`config.mk`:
```
export PLATFORM = sky130hd
export DESIGN_NAME = line_burst_adapter
export DESIGN_NICKNAME = d
export VERILOG_FILES = /design/src/rtl/line_burst_adapter.sv
export SDC_FILE = /design/constraint.sdc
export NUM_CORES = 1
export LEC_CHECK = 0
export CORE_AREA = 2 2 281 283
export CTS_BUF_LIST = sky130_fd_sc_hd__clkbuf_4 sky130_fd_sc_hd__clkbuf_8
export DETAILED_ROUTE_END_ITERATION = 16
export DIE_AREA = 0 0 283 285
export SYNTH_ARGS = -nofsm -noshare
export SYNTH_HDL_FRONTEND = slang
export SYNTH_SLANG_ARGS = --single-unit
```
`constraint.sdc`:
```
create_clock -name clk -period 22.1 [get_ports clk]
set_input_delay 2.21 -clock clk [delete_from_list [all_inputs] [get_ports clk]]
set_output_delay 2.21 -clock clk [all_outputs]
set_load 0.05 [all_outputs]
```
`src/rtl/line_burst_adapter.sv`:
```
// line_burst_adapter: converts one cache-line read/write request into a burst
// of s_line/s_burst memory beats (beat 0 first, beat k = line bits of slot k).
// Optional build macro LINE_BURST_ALIGN_EN forces address_o[4:0] to zero.
//
// state | meaning
// IDLE  | waiting for read_i/write_i; read_i has priority
// READ  | read_o high, one beat stored per resp_i
// WRITE | write_o high, burst_o shows current slot, advances per resp_i
// DONE  | resp_o high for one cycle, requests ignored
module line_burst_adapter #(
    parameter int s_line  = 256,
    parameter int s_burst = 64
) (
    input  logic               clk,
    input  logic               rst,
    input  logic [s_line-1:0]  line_i,
    output logic [s_line-1:0]  line_o,
    input  logic [31:0]        address_i,
    input  logic               read_i,
    input  logic               write_i,
    output logic               resp_o,
    input  logic [s_burst-1:0] burst_i,
    output logic [s_burst-1:0] burst_o,
    output logic [31:0]        address_o,
    output logic               read_o,
    output logic               write_o,
    input  logic               resp_i
);

    localparam int N_BEATS = s_line / s_burst;
    localparam int CW      = (N_BEATS > 1) ? $clog2(N_BEATS) : 1;
    localparam logic [CW-1:0] LAST_BEAT = CW'(N_BEATS - 1);

    typedef enum logic [1:0] {
        IDLE  = 2'd0,
        READ  = 2'd1,
        WRITE = 2'd2,
        DONE  = 2'd3
    } state_t;

    state_t             r_state;
    logic [CW-1:0]      r_cnt;
    logic [s_line-1:0]  r_rline;
    logic [s_line-1:0]  r_wline;
    logic [31:0]        r_addr;
    logic               r_read;
    logic               r_write;
    logic               r_resp;
    logic [s_burst-1:0] r_burst;

    logic [31:0]        w_addr_cap;
    logic [CW-1:0]      w_cnt_nxt;
    logic [s_burst-1:0] w_next_beat;

`ifdef LINE_BURST_ALIGN_EN
    assign w_addr_cap = {address_i[31:5], 5'b0};
`else
    assign w_addr_cap = address_i;
`endif

    assign w_cnt_nxt   = r_cnt + 1'b1;
    assign w_next_beat = r_wline[int'(w_cnt_nxt)*s_burst +: s_burst];

    // Sequencer: state, beat counter, line buffers and all registered outputs.
    always_ff @(posedge clk or posedge rst) begin
        if (rst) begin
            r_state <= IDLE;
            r_cnt   <= '0;
            r_rline <= '0;
            r_wline <= '0;
            r_addr  <= '0;
            r_read  <= 1'b0;
            r_write <= 1'b0;
            r_resp  <= 1'b0;
            r_burst <= '0;
        end else begin
            case (r_state)
                IDLE: begin
                    r_cnt <= '0;
                    if (read_i) begin
                        r_addr  <= w_addr_cap;
                        r_read  <= 1'b1;
                        r_state <= READ;
                    end else if (write_i) begin
                        r_addr  <= w_addr_cap;
                        r_wline <= line_i;
                        r_burst <= line_i[s_burst-1:0];
                        r_write <= 1'b1;
                        r_state <= WRITE;
                    end
                end
                READ: begin
                    if (resp_i) begin
                        r_rline[int'(r_cnt)*s_burst +: s_burst] <= burst_i;
                        if (r_cnt == LAST_BEAT) begin
                            r_cnt   <= '0;
                            r_read  <= 1'b0;
                            r_resp  <= 1'b1;
                            r_state <= DONE;
                        end else begin
                            r_cnt <= w_cnt_nxt;
                        end
                    end
                end
                WRITE: begin
                    if (resp_i) begin
                        if (r_cnt == LAST_BEAT) begin
                            r_cnt   <= '0;
                            r_write <= 1'b0;
                            r_resp  <= 1'b1;
                            r_burst <= '0;
                            r_state <= DONE;
                        end else begin
                            r_cnt   <= w_cnt_nxt;
                            r_burst <= w_next_beat;
                        end
                    end
                end
                DONE: begin
                    r_resp  <= 1'b0;
                    r_state <= IDLE;
                end
                default: begin
                    r_state <= IDLE;
                end
            endcase
        end
    end

    assign line_o    = r_rline;
    assign address_o = r_addr;
    assign read_o    = r_read;
    assign write_o   = r_write;
    assign resp_o    = r_resp;
    assign burst_o   = r_burst;

endmodule

```
Word level (Yosys, flattened, before mapping)
Index checks and enable logic that the tools add are counted.
Widths: inputs -> output; s select.

cells by class
  eq/ne operators = 14
  shifts and indexed selects = 3
  bitwise operators = 1
  multiplexer cells = 26
  reduce and logical (&&, ||, !) cells = 16
  add/sub/neg operators = 2

operator list
  kind                       count
  $bwmux 256                 1
  $mux 64                    4
  $shift 64x33->256 const A  1
  $shiftx 256x9->64          1
  $shiftx 64x33->256         1
  $pmux 64 s2                1
  $mux 32                    2
  $neg 8->33                 1
  $ne 2x2->1 const B         7
  $mux 2                     6
  $reduce_bool 2->1          5
  $reduce_and 3->1           3
  $reduce_and 4->1           2
  $mux 1                     7
  $eq 2x2->1 const B         3
  $pmux 1 s2                 3
  $pmux 2 s3                 1
  $reduce_and 2->1           3
  $reduce_and 5->1           1
  $ne 2x1->1 const B         2
  $pmux 2 s2                 1
  $ne 3x3->1 const B         1
  $add 2x1->2 const B        1
  $eq 2x1->1 const B         1
  other kinds (3)            3

storage, ports and cells
  word-level logic and storage cells = 71
  bits of input ports = 357
  flip-flop bits (word level) = 615
  output and inout bits = 355

Depth between registers and ports, before layout
Gate-level depths: netlist of run 1.

  depth in word-level cells = 5
  gate-level depth with buffers = 12
  mapped depth without buffers = 5

Worst setup path after synthesis of run 1
Ideal clock, no wire load.

  path type = input port to flip-flop
  from = input port resp_i
  to = register r_burst[10] (netlist: burst_o[10])
  arrival time = 3,273 ps
  library setup time = 125 ps
  path buffers = 2
  slack = 18,701 ps
  data required time = 21,975 ps
  stages = 5
  cells stage by stage = mux2_2 > and3_1 > buf_2 > buf_4 > mux2_4

on the way
  longest elaborated chain between the ends = 2

RTL lines
  item                               RTL line  source
  start, declared                    27        input logic resp_i
  $ne 2x2->1 (no source line)        n/a
  $reduce_and 4->1 (no source line)  n/a
  end signal, assigned               87        r_burst <= line_i[s_burst-1:0];
  end signal, assigned               115       r_burst <= w_next_beat;
  end, declared                      49        logic [s_burst-1:0] r_burst;

Every way passes these cells.
A chain may end at the register's enable or synchronous reset.

==> impl_metrics.toml, run 1 <==
[clocking]
path_clk_slew_ns = 0.05
cts_resized = 0
cts_tree = "built"
cts_setup_buffers = 0
cts_buffer_depth = 3
cts_hold_buf = 0
clock_sinks = 615
h-tree-depth = 3
cts_buffers = 108
root_buffer = "clkbuf_8"
clk_latency_ns = 0.73

[status]
status = "finished clean"

[global_routing]
grt_first_pass_wirelength_mm = 124
grt_pass1_vias = 18700
overflow = 0
track_usage_pct = 20.1
antenna_found_initial = 29
grt_max_degree = 177

[route]
via_per_inst = 4.97
drt-pass1-iter-count = 5
routedWlPerCell_um = 24.3
first_iter_violations = 716
finalWirelength_mm = 82.8
drc = 0
num_vias = 16900
ant_nets = 0

[flow_run]
drv_cap = 0

[yosys]
syn_avg_cell_area_um2 = 16.2
ys_types = 31
syn_area_um2 = 24900
synth_nets = 1904
yosysTopAreaCellShare_pct = 61.9
syn_inst = 1535
ys_warn_count = 0
ys_ff_latch = 615
synth_seq_area_share_pct = 61.9
synth.area.top_cells = "dfrtp_1 62%, mux2_2 14%, a22o_1 11%"
synth_largest_area_cell = "dfrtp_1"

[timing]
max_freq_mhz = 197
maxSlewHeadroom_pct = 27.4
worst_slew_pin_slew_ns = 1.09
hold_viol_final = 0
finalClockSkew_ns = 0.0405
rsz0062_at_grt = "no"
post-route-period-util_pct = 22.9
final_max_slew_viol_count = 0
fin_crit_ns = 5.06
setup_viol = 0
tns_ns = 0

[die]
core_area_um2 = 78000
dieArea_um2 = 80700
die_w_um = 283
die_h_um = 285
start_util_pct = 31.9
rows = 103
pin_count = 712

[place]
hpwl_mm = 55.3
numPortBuffers = 711
place_area_um2 = 32900
place.gp.congestion = 0.845

[hold_path]
hold_class = "reg -> reg"

[cells_and_area]
area_delta_synth_final_pct = 42.5
drive_above_1_share_pct = 28.0
nets = 2625
final_cell_mix = "711 x clkdlybuf4s50_1, 614 x dfrtp_1, 320 x a22o_1"
final_common_cell = "clkdlybuf4s50_1"
final_area_um2 = 35400

[worst_setup_path]
crit_arrival_ns = 5.75
reg2reg_slack_ns = 18.03
end_kind = "async pin"
crit_fanout = 95
startpoint_type = "input pin"
criticalPathCategory = "in -> async"
crit_required_ns = 22.78

[pwr]
p_leak_uw = 0.0153
ir_drop_mv = 0.0842
p_per_area_nw_per_um2 = 145
==> per-stage QoR <==
step / hold slack [ns] / worst slack [ns] / total power, µW / instances / utilization [%]
2_1_floorplan: 0.474 / 2.67 / 3290 / 1535 / -
3_3_place_gp: 0.476 / 16.25 / 3940 / 3196 / 42.2
3_5_place_dp: 0.487 / 16.14 / 4000 / 3196 / 42.2
4_1_cts: 0.500 / 16.90 / 5220 / 3396 / 45.4
5_1_grt: 0.507 / 16.49 / 5400 / 3403 / 45.5
6_report: 0.500 / 17.04 / 5150 / 3404 / 45.5
==> area by class of cell <==
class                      instances  area (µm²)
tap                             1050        1310
multi-input combinational        788        8850
antenna                            8        20.0
clock inverter                    30         374
fill                            6859       42500
inverter                           8        37.5
sequential                       615       15400
timing repair buffer             735        7320
clock buffer                     170        2130
==> state kept, by name, summed over array words and instances, names as in the netlist <==
name / flops
r_state: 2
resp_o: 1
burst_o: 64
address_o: 32
r_cnt: 2
r_wline: 256
write_o: 1
read_o: 1
line_o: 256
==> power breakdown <==
| part | switching (µW) | leakage, µW | total [µW] | internal, µW |
|---|---|---|---|---|
| sequential | 239 | 0.00786 | 1770 | 1530 |
| combinational | 1170 | 0.00616 | 2190 | 1020 |
| clock | 497 | 0.00133 | 1200 | 698 |
==> layer usage <==
metal	up-vias	GRT usage, %	part of all wire [%]
met2	649	33.1	49
met4	40	8.40	3.6
met5	-	0	0.31
met3	181	7.34	8.4
met1	8745	23.8	39
li1	7317	-	-
==> cell usage after synthesis <==
library cell,count
a21oi_1,2
a22o_1,320
a2bb2oi_1,1
a32o_1,2
and3_1,1
buf_1,1
buf_2,57
buf_4,8
buf_6,13
clkbuf_1,45
dfrtp_1,615
ha_1,12
inv_1,7
inv_2,1
mux2_2,314
mux2_4,40
mux2i_1,5
mux4_2,64
nand2_1,3
nand2b_1,3
nand3_1,6
nand3b_1,1
nand4_1,1
nor2_1,2
nor2b_1,1
nor3_1,2
nor4_1,2
nor4b_1,2
o21ai_0,1
o21ai_1,1
o2bb2ai_1,2
==> critical path, stage by stage <==
cell and delay (ns):
clkdlybuf4s50_1 0.49, inv_8 0.50, buf_4 0.74, buf_4 0.83
buf_4 0.79
==> path summary, 6_finish.rpt <==
check	end	start	depth (start not counted)
setup / recovery	r_wline[158]	rst	5
hold / removal	r_wline[117]	r_wline[117]	1
setup reg to reg	burst_o[59]	r_cnt[0]	6
hold reg to reg	r_wline[117]	r_wline[117]	1
max in group clk	r_wline[92]	read_i	5
min in group asynchronous	r_wline[68]	rst	2
==> cell families (layout without fill, tap and decap cells) <==
kind of cell | Yosys count | count (layout) | share of synthesized area, %
flip-flops | 615 | 615 | 61.9
adder cells (fa/ha/maj) | 12 | 12 | 0.604
AO/OA/AOI/OAI | 329 | 329 | 11.5
multiplexers | 423 | 423 | 22.6
other | 0 | 8 | 0
buffers and inverters | 132 | 943 | 2.79
AND/OR/NAND/NOR | 24 | 24 | 0.539
Power figures use the tool's default switching activity.
==> run 2, diff against run 1 <==
==> constraint.sdc (replaced) <==
create_clock -name clk -period 4.85 [get_ports clk]
set_input_delay 0.485 -clock clk [delete_from_list [all_inputs] [get_ports clk]]
set_output_delay 0.485 -clock clk [all_outputs]
set_load 0.05 [all_outputs]
==> impl_metrics.toml, run 2 (synthesis gave the netlist of run 1 again) <==
[worst_setup_path]
crit_family = "adder cells"
reg2reg_to = "burst_o[57]"
end_kind = "flip-flop"
crit_fanout = 51
reg2regPathDepth = 6
critical_path.cell_chain = "inv_1 -> ha_4 -> buf_4 -> mux4_2 -> a22o_1 -> mux2_2"
crit_start = "r_cnt[1]"
cp.buffers_inverters = 2
reg2reg_slack_ns = 1.74
startpoint_type = "flip-flop"
crit_cells = 6
crit_path_top_delay_cell = "ha_4"
endpoint = "burst_o[57]"
r2r-start = "r_cnt[1]"
criticalPathCategory = "reg -> reg"
crit_path_max_incr_delay_ns = 0.89
crit_required_ns = 5.41
crit_arrival_ns = 3.67

[timing]
final_max_slew_viol_count = 0
rsz0062_at_grt = "no"
holdWs_ns = 0.139
maxSlewHeadroom_pct = 29.7
max_freq_mhz = 322
hold_viol_final = 0
setup_viol = 0
post-route-period-util_pct = 64.1
fin_crit_ns = 3.11
finalClockSkew_ns = 0.0525
worst_slew_pin_slew_ns = 1.05

[pwr]
p_int_uw = 14600
combPwrFrac_pct = 43.2
clkPwrFrac_pct = 22.5
p_leak_uw = 0.0154
seqPwrFrac_pct = 34.3
switchingPower_uw = 8700
ir_drop_mv = 0.411
p_per_area_nw_per_um2 = 656
switching_share_pct = 37.4

[cells_and_area]
final_area_um2 = 35500
register_area_um2 = 15400
area_delta_synth_final_pct = 42.7
drive_above_1_share_pct = 28.1
final_cell_mix = "711 x clkdlybuf4s50_1, 614 x dfrtp_1, 320 x a22o_1"
nFillCells = 6940
multi_input_area_um2 = 8870
nets = 2631
final_common_cell = "clkdlybuf4s50_1"

[die]
dieArea_um2 = 80700
core_area_um2 = 78000
die_w_um = 283
pin_count = 712
die_h_um = 285
rows = 103
start_util_pct = 31.9

[route]
routedWlPerCell_um = 24.6
ant_nets = 0
route.met2.wl_mm = 41.1
drt-pass1-iter-count = 4
via_per_inst = 4.98
met3_length_mm = 6.99
finalWirelength_mm = 83.6
routed.top_layer = "met5"
first_iter_violations = 923
num_vias = 17000
drc = 0
wl_met1_mm = 33.1

[clocking]
cts_resized = 0
clk_latency_ns = 0.74
h-tree-depth = 3
cts_buffer_depth = 3
path_clk_slew_ns = 0.07
root_buffer = "clkbuf_8"
clock_sinks = 615
cts_hold_buf = 0
cts_setup_buffers = 0
cts_buffers = 107
cts_tree = "built"

[flow_run]
drv_cap = 0

[global_routing]
grt_first_pass_wirelength_mm = 125
antenna_found_initial = 14
grt_max_degree = 140
overflow = 0
track_usage_pct = 20.4
grt_pass1_vias = 18800

[place]
numPortBuffers = 711
place_area_um2 = 33100
place.gp.congestion = 0.835
hpwl_mm = 56.9

[hold_path]
hold_class = "in -> async"

[status]
status = "finished clean"
==> run 2: changes by cell type in the layout (fill, tap and decap cells not counted), moves of 2 or more <==
cell	previous run	this run
nand3_2	4	2
clkbuf_8	136	139
inv_16	0	2
buf_12	2	10
nand3_4	0	2
diode_2	8	4
clkinv_2	16	11
bufinv_16	7	1
==> run 2: final cells by class <==
class | count | share of cell area, %
antenna | 4 | 0.0282
clock buffer | 174 | 6.13
clock inverter | 21 | 0.610
inverter | 8 | 0.0952
multi-input combinational | 788 | 25.0
sequential | 615 | 43.4
tap | 1050 | 3.70
timing repair buffer | 742 | 21.1
==> run 2: how the worst min path moves through the flow <==
stage                  from            to  slack (ns)  cells past startpoint
5_1_grt                 rst    line_o[45]        0.11                      2
3_3_place_gp        write_o       write_o        0.48                      1
2_1_floorplan  r_wline[192]  r_wline[192]        0.47                      1
4_1_cts                 rst    line_o[45]        0.06                      2
3_5_place_dp        write_o       write_o        0.48                      1
6_report                rst    line_o[45]        0.14                      2
==> run 2: routing by layer <==
layer / up-vias / GRT usage (%)
met5: - / 0
met4: 18 / 7.09
met3: 155 / 7.11
met2: 596 / 33.9
met1: 8877 / 24.7
li1: 7306 / -
==> run 2: worst reg2reg max path: cells and delay by family (launching register included) <==
| kind | cells | cell delay, ns |
|---|---|---|
| buffers and inverters | 2 | 0.62 |
| muxes | 2 | 0.82 |
| adders and majority gates | 1 | 0.89 |
| DFF | 1 | 0.42 |
| AOI/OAI and AO/OA | 1 | 0.20 |
==> run 2: power groups by stage <==
stage / clock network [µW] / registers [µW] / logic (µW)
floorplan: 0 / 10300 / 4650
global route: 5650 / 8210 / 10600
CTS: 5390 / 7990 / 10200
global placement: 0 / 7970 / 10000
finish: 5230 / 7990 / 10100
detailed placement: 0 / 8040 / 10200
==> run 2: metrics by stage <==
step                 TNS, ns  setup slack, ns  total power, µW  std cells  utilization [%]
floorplan           -2477.24            -4.03            15000       1535                -
global placement           0             1.75            18000       3203             42.4
detailed placement         0             1.74            18200       3203             42.4
CTS                        0             1.68            23600       3398             45.5
global route               0             1.59            24400       3402             45.5
finish                     0             1.74            23300       3402             45.5
==> run 3, diff against run 2 <==
--- a/config.mk
+++ b/config.mk
@@ -5,10 +5,10 @@
 export SDC_FILE = /design/constraint.sdc
 export NUM_CORES = 1
 export LEC_CHECK = 0
-export CORE_AREA = 2 2 281 283
+export CORE_AREA = 2 2 276 278
 export CTS_BUF_LIST = sky130_fd_sc_hd__clkbuf_4 sky130_fd_sc_hd__clkbuf_8
 export DETAILED_ROUTE_END_ITERATION = 16
-export DIE_AREA = 0 0 283 285
+export DIE_AREA = 0 0 278 280
 export SYNTH_ARGS = -nofsm -noshare
 export SYNTH_HDL_FRONTEND = slang
 export SYNTH_SLANG_ARGS = --single-unit
==> constraint.sdc (replaced) <==
create_clock -name clk -period 2.78 [get_ports clk]
set_input_delay 0.278 -clock clk [delete_from_list [all_inputs] [get_ports clk]]
set_output_delay 0.278 -clock clk [all_outputs]
set_load 0.05 [all_outputs]
==> impl_metrics.toml, run 3 (synthesis gave the netlist of run 1 again) <==
[worst_setup_path]
crit_fanout = 21
startpoint_type = "flip-flop"
reg2regPathDepth = 6
crit_arrival_ns = 2.91
reg2reg_to = "burst_o[58]"
crit_required_ns = 3.37
criticalPathCategory = "reg -> reg"
reg2reg_slack_ns = 0.45
end_kind = "flip-flop"
r2r-start = "r_cnt[1]"

[clocking]
h-tree-depth = 3
cts_resized = 0
cts_buffer_depth = 3
root_buffer = "clkbuf_8"
cts_setup_buffers = 0
path_clk_slew_ns = 0.07
cts_hold_buf = 1
cts_tree = "built"
cts_buffers = 108
clock_sinks = 615
clk_latency_ns = 0.73

[route]
drt-pass1-iter-count = 5
finalWirelength_mm = 85.6
routedWlPerCell_um = 25.4
ant_nets = 0
num_vias = 17200
drc = 0
first_iter_violations = 733
via_per_inst = 5.13

[timing]
finalClockSkew_ns = 0.0456
worst_slew_pin_slew_ns = 0.686
post-route-period-util_pct = 83.8
maxSlewHeadroom_pct = 54.1
setup_viol = 0
rsz0062_at_grt = "no"
final_max_slew_viol_count = 0
hold_viol_final = 0
tns_ns = 0
fin_crit_ns = 2.33
max_freq_mhz = 429

[place]
place_area_um2 = 33400
place_inst = 3154
numPortBuffers = 711
place.gp.congestion = 0.850
hpwl_mm = 59.2

[hold_path]
holdPathStages = 2
min_to = "address_o[1]"
hold_class = "in -> reg"
hold_path.startpoint = "address_i[1]"

[global_routing]
overflow = 0
grt_max_degree = 111
grt_pass1_vias = 19100
grt_first_pass_wirelength_mm = 128
antenna_found_initial = 20
track_usage_pct = 21.7

[pwr]
p_total_uw = 41800
p_leak_uw = 0.0156
p_per_area_nw_per_um2 = 1160
ir_drop_mv = 0.716

[die]
dieArea_um2 = 77800
die_w_um = 278
core_area_um2 = 75200
pin_count = 712
rows = 101
die_h_um = 280
start_util_pct = 33.1

[status]
status = "finished clean"

[flow_run]
drv_cap = 0

[cells_and_area]
final_cell_mix = "711 x clkdlybuf4s50_1, 614 x dfrtp_1, 320 x a22o_1"
final_common_cell = "clkdlybuf4s50_1"
drive_above_1_share_pct = 28.9
instances_no_fill = 3363
final_core_util_pct = 47.9
final_area_um2 = 36000
nets = 2656
area_delta_synth_final_pct = 44.9
-- run 3: cell count changes in the layout (fill, tap and decap cells not counted), sizes merged --
cell         before  now
clkinv           12   19
inv              13   11
clkinvlp          3    4
clkbuf          174  165
diode             4    7
buf              31   54
bufinv            1   10
dlygate4sd3       0    1
-- run 3: worst max path at each step --
stage                from           end  slack (ns)  depth (start not counted)
6_report         r_cnt[1]   burst_o[58]        0.45                          6
3_5_place_dp     r_cnt[1]   burst_o[58]        0.47                          6
2_1_floorplan         rst  address_o[0]       -5.89                          1
5_1_grt          r_cnt[1]   burst_o[57]        0.35                          6
4_1_cts        line_o[88]    line_o[88]        0.33                          1
3_3_place_gp     r_cnt[1]   burst_o[58]        0.50                          6
-- run 3: worst max-delay path, stage by stage (launching register included) --
cell and delay (ns):
dfrtp_1 0.43, inv_1 0.13, ha_4 0.42, buf_12 0.23, mux4_2 0.51, a22o_1 0.20, mux2_2 0.26
-- run 3: per-layer routing --
layer	global-route usage [%]	vias up	wire length, µm
met2	36.4	693	42400
met3	8.72	128	8200
met1	26.0	9020	33200
met5	0	-	164
met4	5.61	26	1630
li1	-	7382	-
-- run 3: stage by stage --
stage               setup WS, ns  hold slack, ns
detailed placement         0.469           0.488
finish                     0.451           0.175
floorplan                  -5.89           0.411
CTS                        0.331          0.0835
global placement           0.501           0.482
global route               0.352           0.101
-- run 3: cell type report --
class	count	area (µm²)
antenna	7	17.5
clock buffer	165	2100
clock inverter	36	479
fill	6544	39200
inverter	8	33.8
multi-input combinational	788	8860
sequential	615	15400
tap	978	1220
timing repair buffer	766	7910
-- run 3: where the power goes --
part | internal [µW] | switching, µW
Clock | 5790 | 4040
Combinational | 8450 | 9510
Sequential | 12200 | 1770
Total | 26400 | 15300
